### config.mk
export PLATFORM = sky130hd
export DESIGN_NAME = lat_stb_seq
export DESIGN_NICKNAME = d
export VERILOG_FILES = /design/src/rtl/lat_stb_seq.sv
export SDC_FILE = /design/constraint.sdc
export NUM_CORES = 1
export LEC_CHECK = 0
export ABC_AREA = 1
export CAP_MARGIN = 20
export CORE_UTILIZATION = 40
export CTS_CLUSTER_SIZE = 30
export DETAILED_ROUTE_END_ITERATION = 7
export MAX_ROUTING_LAYER = met4
export PLACE_DENSITY = 0.64
export RECOVER_POWER = 50
export SYNTH_ARGS = -nofsm -noshare
export SYNTH_HDL_FRONTEND = slang
export SYNTH_SLANG_ARGS = --single-unit
export TNS_END_PERCENT = 5
### constraint.sdc
create_clock -name CLK -period 1.5 [get_ports CLK]
set_input_delay 0.3 -clock CLK [delete_from_list [all_inputs] [get_ports CLK]]
set_output_delay 0.3 -clock CLK [all_outputs]
set_load 0.03 [all_outputs]
### src/rtl/lat_stb_seq.sv
// LED-panel latch/strobe sequencer: counts shifted pixels, then issues LAT, STB and a row advance.
// Build macro LAT_STB_BCM_EN adds bit-plane weighting of the strobe and the PLANE output.
module lat_stb_seq #(
  parameter int PIX_PER_ROW = 64,
  parameter int ROWS        = 6,
  parameter int LAT_CYCLES  = 11,
  parameter int STB_CYCLES  = 51,
  parameter int ROW_W       = 6
`ifdef LAT_STB_BCM_EN
  ,
  parameter int PLANES      = 4
`endif
) (
  input  logic             CLK,
  input  logic             RST_N,
  input  logic             PIX_VALID,
  output logic             LAT,
  output logic             STB,
  output logic [ROW_W-1:0] ROW,
  output logic             BUSY,
  output logic             FRAME_DONE,
  output logic             OVERRUN
`ifdef LAT_STB_BCM_EN
  ,
  output logic [2:0]       PLANE
`endif
);

  // state  | meaning
  // S_IDLE | waiting for a completed row or a queued latch
  // S_LAT  | LAT high, down-counting the latch width
  // S_STB  | STB high, down-counting the strobe width; row advances as it ends

  localparam int PIX_W = (PIX_PER_ROW > 1) ? $clog2(PIX_PER_ROW) : 1;
  localparam int LAT_W = $clog2(LAT_CYCLES + 1);
`ifdef LAT_STB_BCM_EN
  localparam int STB_W = $clog2(STB_CYCLES + 1) + PLANES - 1;
`else
  localparam int STB_W = $clog2(STB_CYCLES + 1);
`endif
  localparam int TMR_W = (LAT_W > STB_W) ? LAT_W : STB_W;

  typedef enum logic [1:0] {
    S_IDLE = 2'd0,
    S_LAT  = 2'd1,
    S_STB  = 2'd2
  } state_t;

  state_t             state_q, state_d;
  logic [PIX_W-1:0]   pix_cnt_q;
  logic               row_done;
  logic [TMR_W-1:0]   tmr_q, tmr_d;
  logic [TMR_W-1:0]   stb_len;
  logic               pend_q, pend_d;
  logic               ovr_d;
  logic [ROW_W-1:0]   row_d;
  logic               row_last;
  logic               fd_d;

`ifdef LAT_STB_BCM_EN
  logic [2:0]         plane_q, plane_d;
  assign stb_len = TMR_W'(STB_CYCLES) << plane_q;
  assign PLANE   = plane_q;
`else
  assign stb_len = TMR_W'(STB_CYCLES);
`endif

  assign row_done = PIX_VALID && (pix_cnt_q == PIX_W'(PIX_PER_ROW - 1));
  assign row_last = (ROW == ROW_W'(ROWS - 1));

  always_ff @(posedge CLK or negedge RST_N) begin
    if (!RST_N) begin
      pix_cnt_q <= '0;
    end else if (PIX_VALID) begin
      pix_cnt_q <= row_done ? '0 : pix_cnt_q + PIX_W'(1);
    end
  end

  always_comb begin
    state_d = state_q;
    tmr_d   = tmr_q;
    pend_d  = pend_q;
    ovr_d   = OVERRUN;
    row_d   = ROW;
    fd_d    = 1'b0;
`ifdef LAT_STB_BCM_EN
    plane_d = plane_q;
`endif
    unique case (state_q)
      S_IDLE: begin
        if (row_done || pend_q) begin
          state_d = S_LAT;
          tmr_d   = TMR_W'(LAT_CYCLES - 1);
          pend_d  = 1'b0;
        end
      end
      S_LAT: begin
        if (tmr_q == '0) begin
          state_d = S_STB;
          tmr_d   = stb_len - TMR_W'(1);
        end else begin
          tmr_d = tmr_q - TMR_W'(1);
        end
        if (row_done) begin
          if (pend_q) ovr_d = 1'b1;
          else        pend_d = 1'b1;
        end
      end
      S_STB: begin
        if (tmr_q == '0) begin
          row_d = row_last ? '0 : ROW + ROW_W'(1);
          fd_d  = row_last;
`ifdef LAT_STB_BCM_EN
          if (row_last) plane_d = (plane_q == 3'(PLANES - 1)) ? 3'd0 : plane_q + 3'd1;
`endif
          // The strobe end frees one latch slot, so a row completing now is absorbed, not an overrun.
          if (row_done || pend_q) begin
            state_d = S_LAT;
            tmr_d   = TMR_W'(LAT_CYCLES - 1);
            pend_d  = pend_q & row_done;
          end else begin
            state_d = S_IDLE;
          end
        end else begin
          tmr_d = tmr_q - TMR_W'(1);
          if (row_done) begin
            if (pend_q) ovr_d = 1'b1;
            else        pend_d = 1'b1;
          end
        end
      end
      default: state_d = S_IDLE;
    endcase
  end

  always_ff @(posedge CLK or negedge RST_N) begin
    if (!RST_N) begin
      state_q    <= S_IDLE;
      tmr_q      <= '0;
      pend_q     <= 1'b0;
      LAT        <= 1'b0;
      STB        <= 1'b0;
      BUSY       <= 1'b0;
      ROW        <= '0;
      FRAME_DONE <= 1'b0;
      OVERRUN    <= 1'b0;
`ifdef LAT_STB_BCM_EN
      plane_q    <= 3'd0;
`endif
    end else begin
      state_q    <= state_d;
      tmr_q      <= tmr_d;
      pend_q     <= pend_d;
      LAT        <= (state_d == S_LAT);
      STB        <= (state_d == S_STB);
      BUSY       <= (state_d != S_IDLE);
      ROW        <= row_d;
      FRAME_DONE <= fd_d;
      OVERRUN    <= ovr_d;
`ifdef LAT_STB_BCM_EN
      plane_q    <= plane_d;
`endif
    end
  end

endmodule
Word-level counts from Yosys, hierarchy flattened
Cells that the tools add are included.
{"block": "word_totals", "regBits": 26}
{"block": "op_classes", "n_bitwise": 1, "mux": 22, "reduce_logical": 10, "n_addsub": 3, "n_eq_ne": 9}
{"op": "$mux W6", "count": 5}
{"op": "$pmux W6 S3", "count": 1}
{"op": "$add A6 B1 Y6 const B", "count": 2}
{"op": "$mux W1", "count": 10}
{"op": "$eq A6 B3 Y1 const B", "count": 1}
{"op": "$eq A6 B6 Y1 const B", "count": 1}
{"op": "$logic_not A6 Y1", "count": 1}
{"op": "$mux W2", "count": 3}
{"op": "$pmux W2 S3", "count": 1}
{"op": "$sub A6 B1 Y6 const B", "count": 1}
{"op": "$eq A2 B1 Y1 const B", "count": 2}
{"op": "$eq A2 B2 Y1 const B", "count": 2}
{"op": "$ne A2 B2 Y1 const B", "count": 2}
{"op": "$reduce_and A2 Y1", "count": 2}
{"op": "$reduce_bool A2 Y1", "count": 2}
{"op": "$ne A3 B3 Y1 const B", "count": 1}
{"op": "$pmux W1 S3", "count": 1}
{"op": "$reduce_and A3 Y1", "count": 1}
{"op": "$reduce_bool A3 Y1", "count": 1}
{"op": "$logic_not A2 Y1", "count": 1}
{"op": "$pmux W1 S2", "count": 1}
{"op": "$and A1 B1 Y1", "count": 1}
{"op": "$logic_and A1 B1 Y1", "count": 1}
{"op": "$logic_or A1 B1 Y1", "count": 1}

Longest topological paths before layout
Gate-level depths: netlist of the first run.
{"block": "logic_depth", "ltp_word": 7, "depth_mapped": 11, "depth_no_buf": 11}

Least setup slack after synthesis of the first run
Ideal clock, no wire load.
{"block": "synth_timing", "path_type": "reg-to-reg", "from": "reg tmr_q[0]", "to": "reg ROW[4]", "setup_ps": 135, "path_slack_ps": 48, "arrival_ps": 1317, "t_required_ps": 1365, "synth_period_minus_slack_ps": 1452, "path_stages_with_launch": 9, "n_path_buf": 0, "cell_sequence": "dfrtp_1 inv_1 ha_1 nand2_2 nor2_4 nand3_4 clkinv_4 nand4_4 xnor2_2"}
{"block": "synth_between", "elab_chain_cells": 2}
{"item": "from (decl)", "line_no": "52", "rtl": "logic [TMR_W-1:0] tmr_q, tmr_d;"}
{"item": "from (signal assigned)", "line_no": "152", "rtl": "tmr_q <= tmr_d;"}
{"item": "$logic_not A6 Y1", "line_no": "110", "rtl": "if (tmr_q == '0) begin"}
{"item": "$reduce_and A2 Y1 (no line)"}
{"item": "to (signal assigned)", "line_no": "157", "rtl": "ROW <= row_d;"}
{"item": "to (decl)", "line_no": "19", "rtl": "output logic [ROW_W-1:0] ROW,"}
Every way passes these cells.
A chain may end at the register's enable or synchronous reset.

Worst setup path after layout of the first run
Same ends and word-level chain as after synthesis.

==> summary.md, run 1 <==
| Metric | Value |
|---|---|
| Status | finished clean |
| Synth warn | 0 |
| Synth cell types | 32 |
| Post-synthesis sequential area ratio | 0.437 |
| Initial antenna violation count | 0 |
| Pin count of the biggest net entering global routing | 27 |
| Sequential share of power | 0.496 |
| Synth Instances | 167 |
| # DRC | 0 |
| P_int | 1.29 mW |
| Fin. max-slew vios | 0 |
| Hpwl dp | 2150 um |
| Via/cell ratio | 4.89 |
| Setup violators final | 0 |
| Minimum clock period | 1.49 ns |
| Worst-Margin Slew | 0.614 ns |
| Power per cell area | 917 nW/um2 |
| CTS tree | built |
| Clock power frac | 0.326 |
| Final Wtd Congestion | 0.910 |
| CP Cell Sequence | inv_2, ha_4, nand2_4, nor2_4, nand3_4, inv_8, nand4_4, xnor2_2 |
| Total power | 1.76 mW |
| Global route total overflow | 0 |
| Cell Area, Synth | 1490 um2 |
| GRT Overall Usage | 0.167 |
| WL per Instance | 11.7 um |
| # clock sinks | 26 |
| Layout cells sized above 1 | 0.313 |
| DR vias | 1,208 |
| Core ar. | 3440 um2 |
| CTS Buf Count | 3 |
| DRT Pass-1 Iters | 4 |
| Biggest cell delay along the critical path | 0.39 ns |
| CP delay by family, top | simple AND/OR/NAND/NOR gates |
| Syn avg cell area | 8.91 um2 |
| Critical path buffers and inverters | 2 |
| #FFs+latches synth | 26 |
| DRT Wirelength | 2900 um |
| Max-cap violations | 0 |
| Leakage | 1.02 nW |
| Crit Path Class | flip-flop to flip-flop |
| Number of I/O pins | 14 |
| Pre-CTS setup slack | -0.0415 ns |
| CP Launch Type | flip-flop |
| Initial Utilization | 0.432 |
| Slew headroom | 0.590 |
| Synth Net Count | 178 |
| ANT cells | 0 |
| CTS clock-pin slew for the worst setup and hold paths | 0.09 ns |
| Site Rows | 21 |
| Worst EP required | 1.66 ns |
| Htree depth | 1 |
| Worst VDD drop | 0.382 mV |
| Arrival time at the worst endpoint | 1.65 ns |
| Switching pwr | 0.472 mW |
| Logic pwr share | 0.178 |
| First-pass GRT wire length | 5180 um |
| Hold Crit Class | flip-flop to flip-flop |
| CP endpoint kind | flip-flop |
| Die Width | 63.0 um |
| DIE AREA | 3970 um2 |
| RSZ-0062 raised after global routing | true |
| DR iter-0 viols | 40 |
| Slowest CP cell | dfrtp_1 |
| Final WS setup | 0.0126 ns |
| Period utilization | 0.992 |
| Fin. Hold Viols | 0 |
| Max FO, Critical Path | 8 |
| F_max | 0.672 GHz |
| CTS Buffer Depth | 2 |
| Fin nets | 213 |
| CTS root buf | clkbuf_8 |
| Vias in the first global route | 1,225 |
| PortBufs | 13 |
| Post-DRT Antenna Nets | 0 |
| Area grow syn2layout | 29.0% |
| Worst Skew | 0.00423 ns |
| Die height | 63.0 um |
| Switching Share | 0.268 |
| Clock latency at the later pin of the worst-skew pair | 0.27 ns |
-- layer usage --
metal  part of all wire  vias to the layer above  global-route usage
li1                   -                      609                   -
met4              0.018                        0              0.0640
met5                  0                        -                   -
met2               0.50                       19               0.284
met1               0.46                      573               0.204
met3              0.026                        7              0.0164
-- final timing paths --
kind                       startpoint    endpoint  slack, ns  cells after the start
hold / removal                OVERRUN     OVERRUN       0.48                      1
min in group asynchronous       RST_N        BUSY       0.56                      2
max in group asynchronous       RST_N  state_q[1]       0.51                      2
setup reg to reg             tmr_q[0]      ROW[4]       0.01                      8
setup / recovery             tmr_q[0]      ROW[4]       0.01                      8
hold reg to reg               OVERRUN     OVERRUN       0.48                      1
-- layout by cell type (no fill, tap or decap), types with 2 or more instances in the layout --
master / synthesis / routed
nor2_1: 15 / 12
nand3_2: 2 / 2
nand3_1: 14 / 14
nand3b_1: 2 / 2
dfrtp_1: 26 / 25
nor2_4: 3 / 3
nand2_1: 33 / 30
xnor2_1: 3 / 3
o21ai_0: 5 / 4
buf_4: 0 / 16
inv_2: 3 / 6
ha_4: 0 / 2
ha_1: 8 / 5
dlygate4sd2_1: 0 / 11
o21ai_1: 2 / 3
inv_1: 17 / 14
nand2_2: 6 / 8
nor2_2: 2 / 5
a21oi_1: 3 / 2
clkbuf_8: 0 / 3
nand4_1: 4 / 4
nand2_4: 4 / 5
a21oi_2: 1 / 2
-- stage by stage --
| step | util | setup TNS (ns) | instances | area (um2) | hold slack [ns] |
|---|---|---|---|---|---|
| 3_3_place_gp | 0.517 | -0.0492 | 240 | 1780 | 0.459 |
| 2_1_floorplan | - | 0 | 167 | 1490 | 0.00441 |
| 4_1_cts | 0.536 | -0.0178 | 244 | 1840 | 0.408 |
| 5_1_grt | 0.558 | -0.707 | 247 | 1920 | 0.504 |
| 6_report | 0.558 | 0 | 247 | 1920 | 0.477 |
| 3_5_place_dp | 0.517 | -0.114 | 240 | 1780 | 0.469 |
-- kinds of logic (layout without fill, tap and decap cells) --
family                   Yosys count  after routing  synth area share
buffers and inverters             21             55            0.0563
adder cells (fa/ha/maj)            8              8            0.0673
AND/OR/NAND/NOR                   91             91             0.341
AO/OA/AOI/OAI                     16             16            0.0639
flip-flops                        26             26             0.437
XOR/XNOR                           5              5            0.0345
-- state kept, by name, summed over array words and instances (netlist names) --
register and count:
pix_cnt_q 6, state_q 2, pend_q 1, STB 1, LAT 1, FRAME_DONE 1
tmr_q 6, ROW 6, OVERRUN 1, BUSY 1
-- cells in the mapped netlist --
cell      number  area share
a21oi_1        3       0.010
a21oi_2        1      0.0059
a22oi_1        1      0.0050
a31o_2         1      0.0059
and3_1         1      0.0042
clkinv_4       1      0.0059
dfrtp_1       26        0.44
ha_1           8       0.067
inv_1         17       0.043
inv_2          3      0.0076
nand2_1       33       0.083
nand2_2        6       0.025
nand2_4        4       0.030
nand3_1       14       0.047
nand3_2        2       0.013
nand3_4        1       0.012
nand3b_1       2       0.010
nand4_1        4       0.017
nand4_4        1       0.014
nor2_1        15       0.038
nor2_2         2      0.0084
nor2_4         3       0.023
nor3_1         1      0.0034
nor3_2         1      0.0067
nor3b_1        1      0.0050
o21a_1         1      0.0050
o21ai_0        5       0.017
o21ai_1        2      0.0067
o22ai_1        2      0.0084
xnor2_1        3       0.018
xnor2_2        1       0.011
xor2_1         1      0.0059
-- power by group through the flow --
stage | clock network [mW] | registers, mW | logic (mW)
floorplan | 0 | 0.893 | 0.208
global placement | 0 | 0.885 | 0.317
detailed placement | 0 | 0.889 | 0.327
CTS | 0.591 | 0.874 | 0.324
global route | 0.615 | 0.887 | 0.361
finish | 0.574 | 0.873 | 0.313
-- layout make-up --
type                    instances  area, um2
repair buffers                 30        241
flip-flops and latches         26        652
inverters                      21       86.3
clock inverters                 1       30.0
multi-input cells             120        811
fillers                       305       1520
well taps                      46       57.6
clock buffers                   3       41.3
-- what timing repair did --
| item | CTS | global route |
|---|---|---|
| hold endpoints to repair | 0 | 0 |
| hold buffers | 0 | 0 |
| buffers inserted | 0 | 3 |
| gates resized for setup | 13 | 18 |
| pin swaps | 0 | 10 |
| setup endpoints to repair | 13 | 18 |
Power figures use the tool's default switching activity.
==> run 2, diff against run 1 <==
- MAX_ROUTING_LAYER: met4 -> unset
- RECOVER_POWER: 50 -> unset
==> run 2 against run 1 <==
  * The flow now finishes with violations (setup timing)
  * Maximum frequency down 1.1%
  * Clock power about the same
  * First-iteration DRC count up 25%
  * Clock skew up 0.0034 ns
  * Flip-flop and latch count unchanged
  * Wire length up 4.9%
  * Utilization down 1.1 points
  * Combinational power down 6%
  * Final area down 2.0%
  * Global-route usage down 0.86 points
  * Setup slack worse by 0.017 ns
  * Sequential share of layout area up 0.61 points
  * Largest power group unchanged
  * Highest routed layer unchanged
==> summary.md, run 2 (synthesis results as in run 1) <==
| Metric | Value |
|---|---|
| Commonest non-fill, non-tap cell in the layout | nand2_1 |
| Htree depth | 1 (unchanged) |
| DR iter-0 viols | 50 (+25%) |
| CTS root buf | clkbuf_8 |
| Slowest CP cell | dfrtp_1 |
| Violated checks | setup timing |
| Hpwl dp | 2240 um (+4.0%) |
| CTS clock-pin slew for the worst setup and hold paths | 0.09 ns (about the same) |
| Hold_buf cts | 0 (unchanged) |
| CP Cell Sequence | inv_2, ha_4, nand2_4, nor2_4, nand3_4, clkinv_4, nand4_4, xnor2_2 |
| R2R cell count | 8 (unchanged) |
| Max-cap violations | 0 (unchanged) |
| Arrival time at the worst endpoint | 1.66 ns (about the same) |
| Global route total overflow | 0 (unchanged) |
| Setup violators final | 1 (+1) |
| Fillers | 323 (+5.9%) |
| Biggest cell delay along the critical path | 0.40 ns (about the same) |
| Area grow syn2layout | 26.5% |
| Critical R2R Launch | tmr_q[0] |
| CTS Buf Count | 3 (unchanged) |
| Fin. max-slew vios | 0 (unchanged) |
| CP Launch Type | flip-flop |
| R2R Setup Slk | -0.004 ns (-0.02 ns) |
| Slew headroom | 0.775 (+0.184) |
| CTS tree | built |
| Commonest cells after routing, fill and taps aside | nand2_1, dfrtp_1, buf_4 |
| Initial Utilization | 0.432 (unchanged) |
| WL per Instance | 12.4 um (+5.8%) |
| Die height | 63.0 um (unchanged) |
| Initial antenna violation count | 0 (unchanged) |
| Post-DRT Antenna Nets | 0 (unchanged) |
| WHS | 0.392 ns (-0.0857 ns) |
| ANT cells | 0 (unchanged) |
| Final design utilization | 0.547 (-0.0109) |
| Clock latency at the later pin of the worst-skew pair | 0.27 ns (about the same) |
| Hold Crit Class | input port to asynchronous set/reset pin |
| # placed instances | 238 (-0.83%) |
| DRT Wirelength | 3040 um (+4.9%) |
| Leakage | 1.00 nW (-1.5%) |
| CP endpoint | ROW[4] |
| CTS Buffer Depth | 2 (unchanged) |
| Pin count of the biggest net entering global routing | 27 (unchanged) |
| Via/cell ratio | 5.07 (+3.7%) |
| Core ar. | 3440 um2 (unchanged) |
| DRT Pass-1 Iters | 4 (unchanged) |
| Worst-Margin Slew | 0.338 ns (-0.276 ns) |
| Worst VDD drop | 0.613 mV (+60%) |
| Period utilization | 1.00 (+0.0110) |
| First-pass GRT wire length | 5110 um (-1.4%) |
| PortBufs | 13 (unchanged) |
| # DRC | 0 (unchanged) |
| Fin. Hold Viols | 0 (unchanged) |
| Status | finished, violations left |
| Filler-free cell count of the finished design | 245 (-0.81%) |
| CP endpoint kind | flip-flop |
| RSZ-0062 raised after global routing | true |
| CP Launch Point | tmr_q[0] |
| Worst Skew | 0.00763 ns (+0.00340 ns) |
| # clock sinks | 26 (unchanged) |
| Die Width | 63.0 um (unchanged) |
| F_max | 0.665 GHz (-1.1%) |
| Worst EP required | 1.66 ns (about the same) |
| DIE AREA | 3970 um2 (unchanged) |
| Crit Path Class | flip-flop to flip-flop |
| Reg-to-reg endpoint | ROW[4] |
| Site Rows | 21 (unchanged) |
| DR vias | 1,242 (+2.8%) |
| Regs by FF count | ROW (6), pix_cnt_q (6), tmr_q (6) |
| Max FO, Critical Path | 8 (unchanged) |
| Number of I/O pins | 14 (unchanged) |
| GRT Overall Usage | 0.159 (-0.00861) |
| Layout cells sized above 1 | 0.286 (-0.0270) |
| Vias in the first global route | 1,221 (-0.33%) |
| Fin nets | 211 (-0.94%) |
| Power per cell area | 928 nW/um2 (+1.2%) |
| Final Wtd Congestion | 0.879 (-3.4%) |
| Final WS setup | -0.00394 ns (-0.0165 ns) |
| Minimum clock period | 1.50 ns (+0.0165 ns) |
-- run 2: cell type report --
class                           count  area [um2]  share of cell area
Clock buffer                        3        41.3              0.0219
Clock inverter                      1        30.0              0.0160
Inverter                           21        83.8              0.0445
Multi-Input combinational cell    120         790               0.420
Sequential cell                    26         651               0.346
Tap cell                           46        57.6              0.0306
Timing Repair Buffer               28         229               0.122
-- run 2: routing by layer --
| metal | GRT usage | wire [um] | part of all wire |
|---|---|---|---|
| met1 | 0.185 | 1300 | 0.43 |
| met2 | 0.285 | 1570 | 0.52 |
| met3 | 0.0493 | 131 | 0.043 |
| met4 | 0.0262 | 36 | 0.012 |
| met5 | 0 | 0 | 0 |
-- run 2: timing repair --
action                     4_1_cts  5_1_grt
pin swaps                        1        3
setup endpoints to repair       21       17
setup buffers                    0        3
resized for setup               15       10
-- run 2: worst min-delay path by stage --
stage,from,endpoint,cells after the start
final,RST_N,pix_cnt_q[1],2
after global routing,RST_N,tmr_q[5],2
after CTS,RST_N,tmr_q[5],2
after detailed placement,OVERRUN,OVERRUN,1
after global placement,OVERRUN,OVERRUN,1
after floorplan,RST_N,BUSY,0
-- run 2: critical path: cells and delay by family (launching register included) --
family | cells | cell delay (ns)
fa+ha+maj | 1 | 0.15
xor+xnor | 1 | 0.14
buf+inv | 2 | 0.20
simple gates | 4 | 0.49
flops | 1 | 0.40
-- run 2: where the power goes --
part / switching, mW / leakage, nW / internal [mW]
Sequential: 0.0862 / 0.314 / 0.792
Combinational: 0.165 / 0.650 / 0.129
Clock: 0.217 / 0.0357 / 0.357
Total: 0.469 / 1.00 / 1.28
-- run 2: stage by stage --
step	instance area [um2]	TNS [ns]	power, mW	worst slack, ns
after global routing	1880	-0.693	1.86	-0.0674
after floorplan	1490	0	1.10	0.0479
after detailed placement	1770	-0.230	1.19	-0.0582
after CTS	1840	0	1.77	0.00244
final	1880	-0.00394	1.75	-0.00394
after global placement	1770	-0.0652	1.18	-0.0275
==> run 3, diff against run 2 <==
- SETUP_SLACK_MARGIN: unset -> 0.1
==> run 3 against run 2 <==
  * The flow now finishes without violations
  * Critical path type unchanged
  * Via count down 3.0%
  * Die area unchanged
  * Critical path depth unchanged
  * Global-route usage up 0.40 points
  * Maximum frequency up 1.1%
  * Utilization up 1.1 points
  * Critical endpoint unchanged
  * Setup slack better by 0.016 ns
  * Flip-flop and latch count unchanged
  * Clock skew down 0.0052 ns
  * Wire length down 4.6%
==> summary.md, run 3 (synthesis results as in run 1) <==
| Metric | Value |
|---|---|
| CTS root buf | clkbuf_8 |
| CTS tree | built |
| Commonest cells after routing, fill and taps aside | nand2_1, dfrtp_1, buf_4 |
| Area grow syn2layout | 28.9% |
| # DRC | 0 (unchanged) |
| Regs by FF count | ROW (6), pix_cnt_q (6), tmr_q (6) |
| Hold_buf cts | 0 (unchanged) |
| Filler-free cell count of the finished design | 245 (unchanged) |
| Arrival time at the worst endpoint | 1.65 ns (about the same) |
| Leakage | 0.999 nW (-0.12%) |
| CTS Buf Count | 3 (unchanged) |
| DRT Pass-1 Iters | 4 (unchanged) |
| CTS clock-pin slew for the worst setup and hold paths | 0.09 ns (about the same) |
| Clock latency at the later pin of the worst-skew pair | 0.26 ns (about the same) |
| Max-cap violations | 0 (unchanged) |
| Commonest non-fill, non-tap cell in the layout | nand2_1 |
| Slowest CP cell | dfrtp_1 |
| RSZ-0062 raised after global routing | true |
| Pin count of the biggest net entering global routing | 27 (unchanged) |
| Number of I/O pins | 14 (unchanged) |
| Initial antenna violation count | 0 (unchanged) |
| Crit Path Class | flip-flop to flip-flop |
| Post-DRT Antenna Nets | 0 (unchanged) |
| Via/cell ratio | 4.92 (-3.0%) |
| Worst VDD drop | 0.375 mV (-39%) |
| Max FO, Critical Path | 8 (unchanged) |
| Hold Crit Class | input port to asynchronous set/reset pin |
| CTS Buffer Depth | 2 (unchanged) |
| DR iter-0 viols | 38 (-24%) |
| Hpwl dp | 2160 um (-3.6%) |
| Power per cell area | 928 nW/um2 (about the same) |
| # clock sinks | 26 (unchanged) |
| DR vias | 1,205 (-3.0%) |
| WHS | 0.392 ns (+0.000373 ns) |
| GRT Overall Usage | 0.163 (+0.00400) |
| DIE AREA | 3970 um2 (unchanged) |
| ANT cells | 0 (unchanged) |
| Setup violators final | 0 (-1) |
| Final design utilization | 0.557 (+0.0105) |
| Worst Skew | 0.00238 ns (-0.00525 ns) |
| Vias in the first global route | 1,213 (-0.66%) |
| Fin. Hold Viols | 0 (unchanged) |
| Final Wtd Congestion | 0.830 (-5.7%) |
| First-pass GRT wire length | 5200 um (+1.7%) |
| Status | finished clean |
| Slew headroom | 0.783 (+0.00789) |
| Die Width | 63.0 um (unchanged) |
| # placed instances | 236 (-0.84%) |
| PortBufs | 13 (unchanged) |
| F_max | 0.672 GHz (+1.1%) |
| CP delay by family, top | simple AND/OR/NAND/NOR gates |
| Initial Utilization | 0.432 (unchanged) |
| WL per Instance | 11.8 um (-4.6%) |
| Core ar. | 3440 um2 (unchanged) |
| Period utilization | 0.992 (-0.0109) |
| Die height | 63.0 um (unchanged) |
| R2R Setup Slk | 0.01 ns (+0.02 ns) |
| Site Rows | 21 (unchanged) |
| CP Launch Type | flip-flop |
| Worst-Margin Slew | 0.326 ns (-0.0118 ns) |
| Htree depth | 1 (unchanged) |
| Minimum clock period | 1.49 ns (-0.0164 ns) |
| CP Cell Sequence | inv_2, ha_4, nand2_4, nor2_4, nand3_4, clkinv_4, nand4_4, xnor2_2 |
| CP endpoint kind | flip-flop |
| Global route total overflow | 0 (unchanged) |
| Worst EP required | 1.66 ns (about the same) |
| Setup TNS | 0 ns (+0.00394 ns) |
| DRT Wirelength | 2900 um (-4.6%) |
| Layout cells sized above 1 | 0.302 (+0.0151) |
| Biggest cell delay along the critical path | 0.39 ns (about the same) |
| Fin nets | 211 (unchanged) |
| Critical path buffers and inverters | 2 (unchanged) |
| Fin. max-slew vios | 0 (unchanged) |
==> run 3: changes by cell type in the layout (fill, tap and decap cells not counted), sizes merged <==
cell	change
clkdlybuf4s15	+1
dlygate4sd2	-1
==> run 3: worst paths after layout <==
check,startpoint,to,cells past startpoint
setup reg to reg,tmr_q[0],ROW[4],8
min in group CLK,OVERRUN,OVERRUN,1
hold reg to reg,OVERRUN,OVERRUN,1
max in group asynchronous,RST_N,state_q[0],2
hold / removal,RST_N,pix_cnt_q[5],2
setup / recovery,tmr_q[0],ROW[4],8
==> run 3: power breakdown <==
| group | switching (mW) | internal (mW) |
|---|---|---|
| clock | 0.215 | 0.357 |
| sequential | 0.101 | 0.792 |
| combinational | 0.170 | 0.146 |
| total | 0.485 | 1.29 |
==> run 3: routing by layer <==
layer	track usage	wire, um	up-vias	part of all wire
li1	-	-	607	-
met1	0.208	1360	577	0.47
met2	0.282	1430	14	0.49
met3	0.0201	64	7	0.022
met4	0.0523	46	0	0.016
met5	0	0	-	0
==> run 3: stage by stage <==
| step | cell area, um2 | worst slack (ns) | power (mW) |
|---|---|---|---|
| after global routing | 1920 | -0.0657 | 1.89 |
| after CTS | 1850 | 0.0287 | 1.78 |
| after detailed placement | 1760 | -0.0778 | 1.20 |
| after global placement | 1760 | -0.0133 | 1.18 |
| final | 1920 | 0.0125 | 1.78 |
| after floorplan | 1500 | 0.0869 | 1.10 |
==> run 3: what timing repair did <==
item                       in CTS  in global routing
pin swaps                       7                  3
resized for setup              20                  7
setup buffers                   0                  5
setup endpoints to repair      30                 21
==> run 3: layout make-up <==
class / count / area (um2)
Clock buffer: 3 / 41.3
Clock inverter: 1 / 30.0
Fill cell: 290 / 1520
Inverter: 21 / 83.8
Multi-Input combinational cell: 120 / 823
Sequential cell: 26 / 652
Tap cell: 46 / 57.6
Timing Repair Buffer: 28 / 230
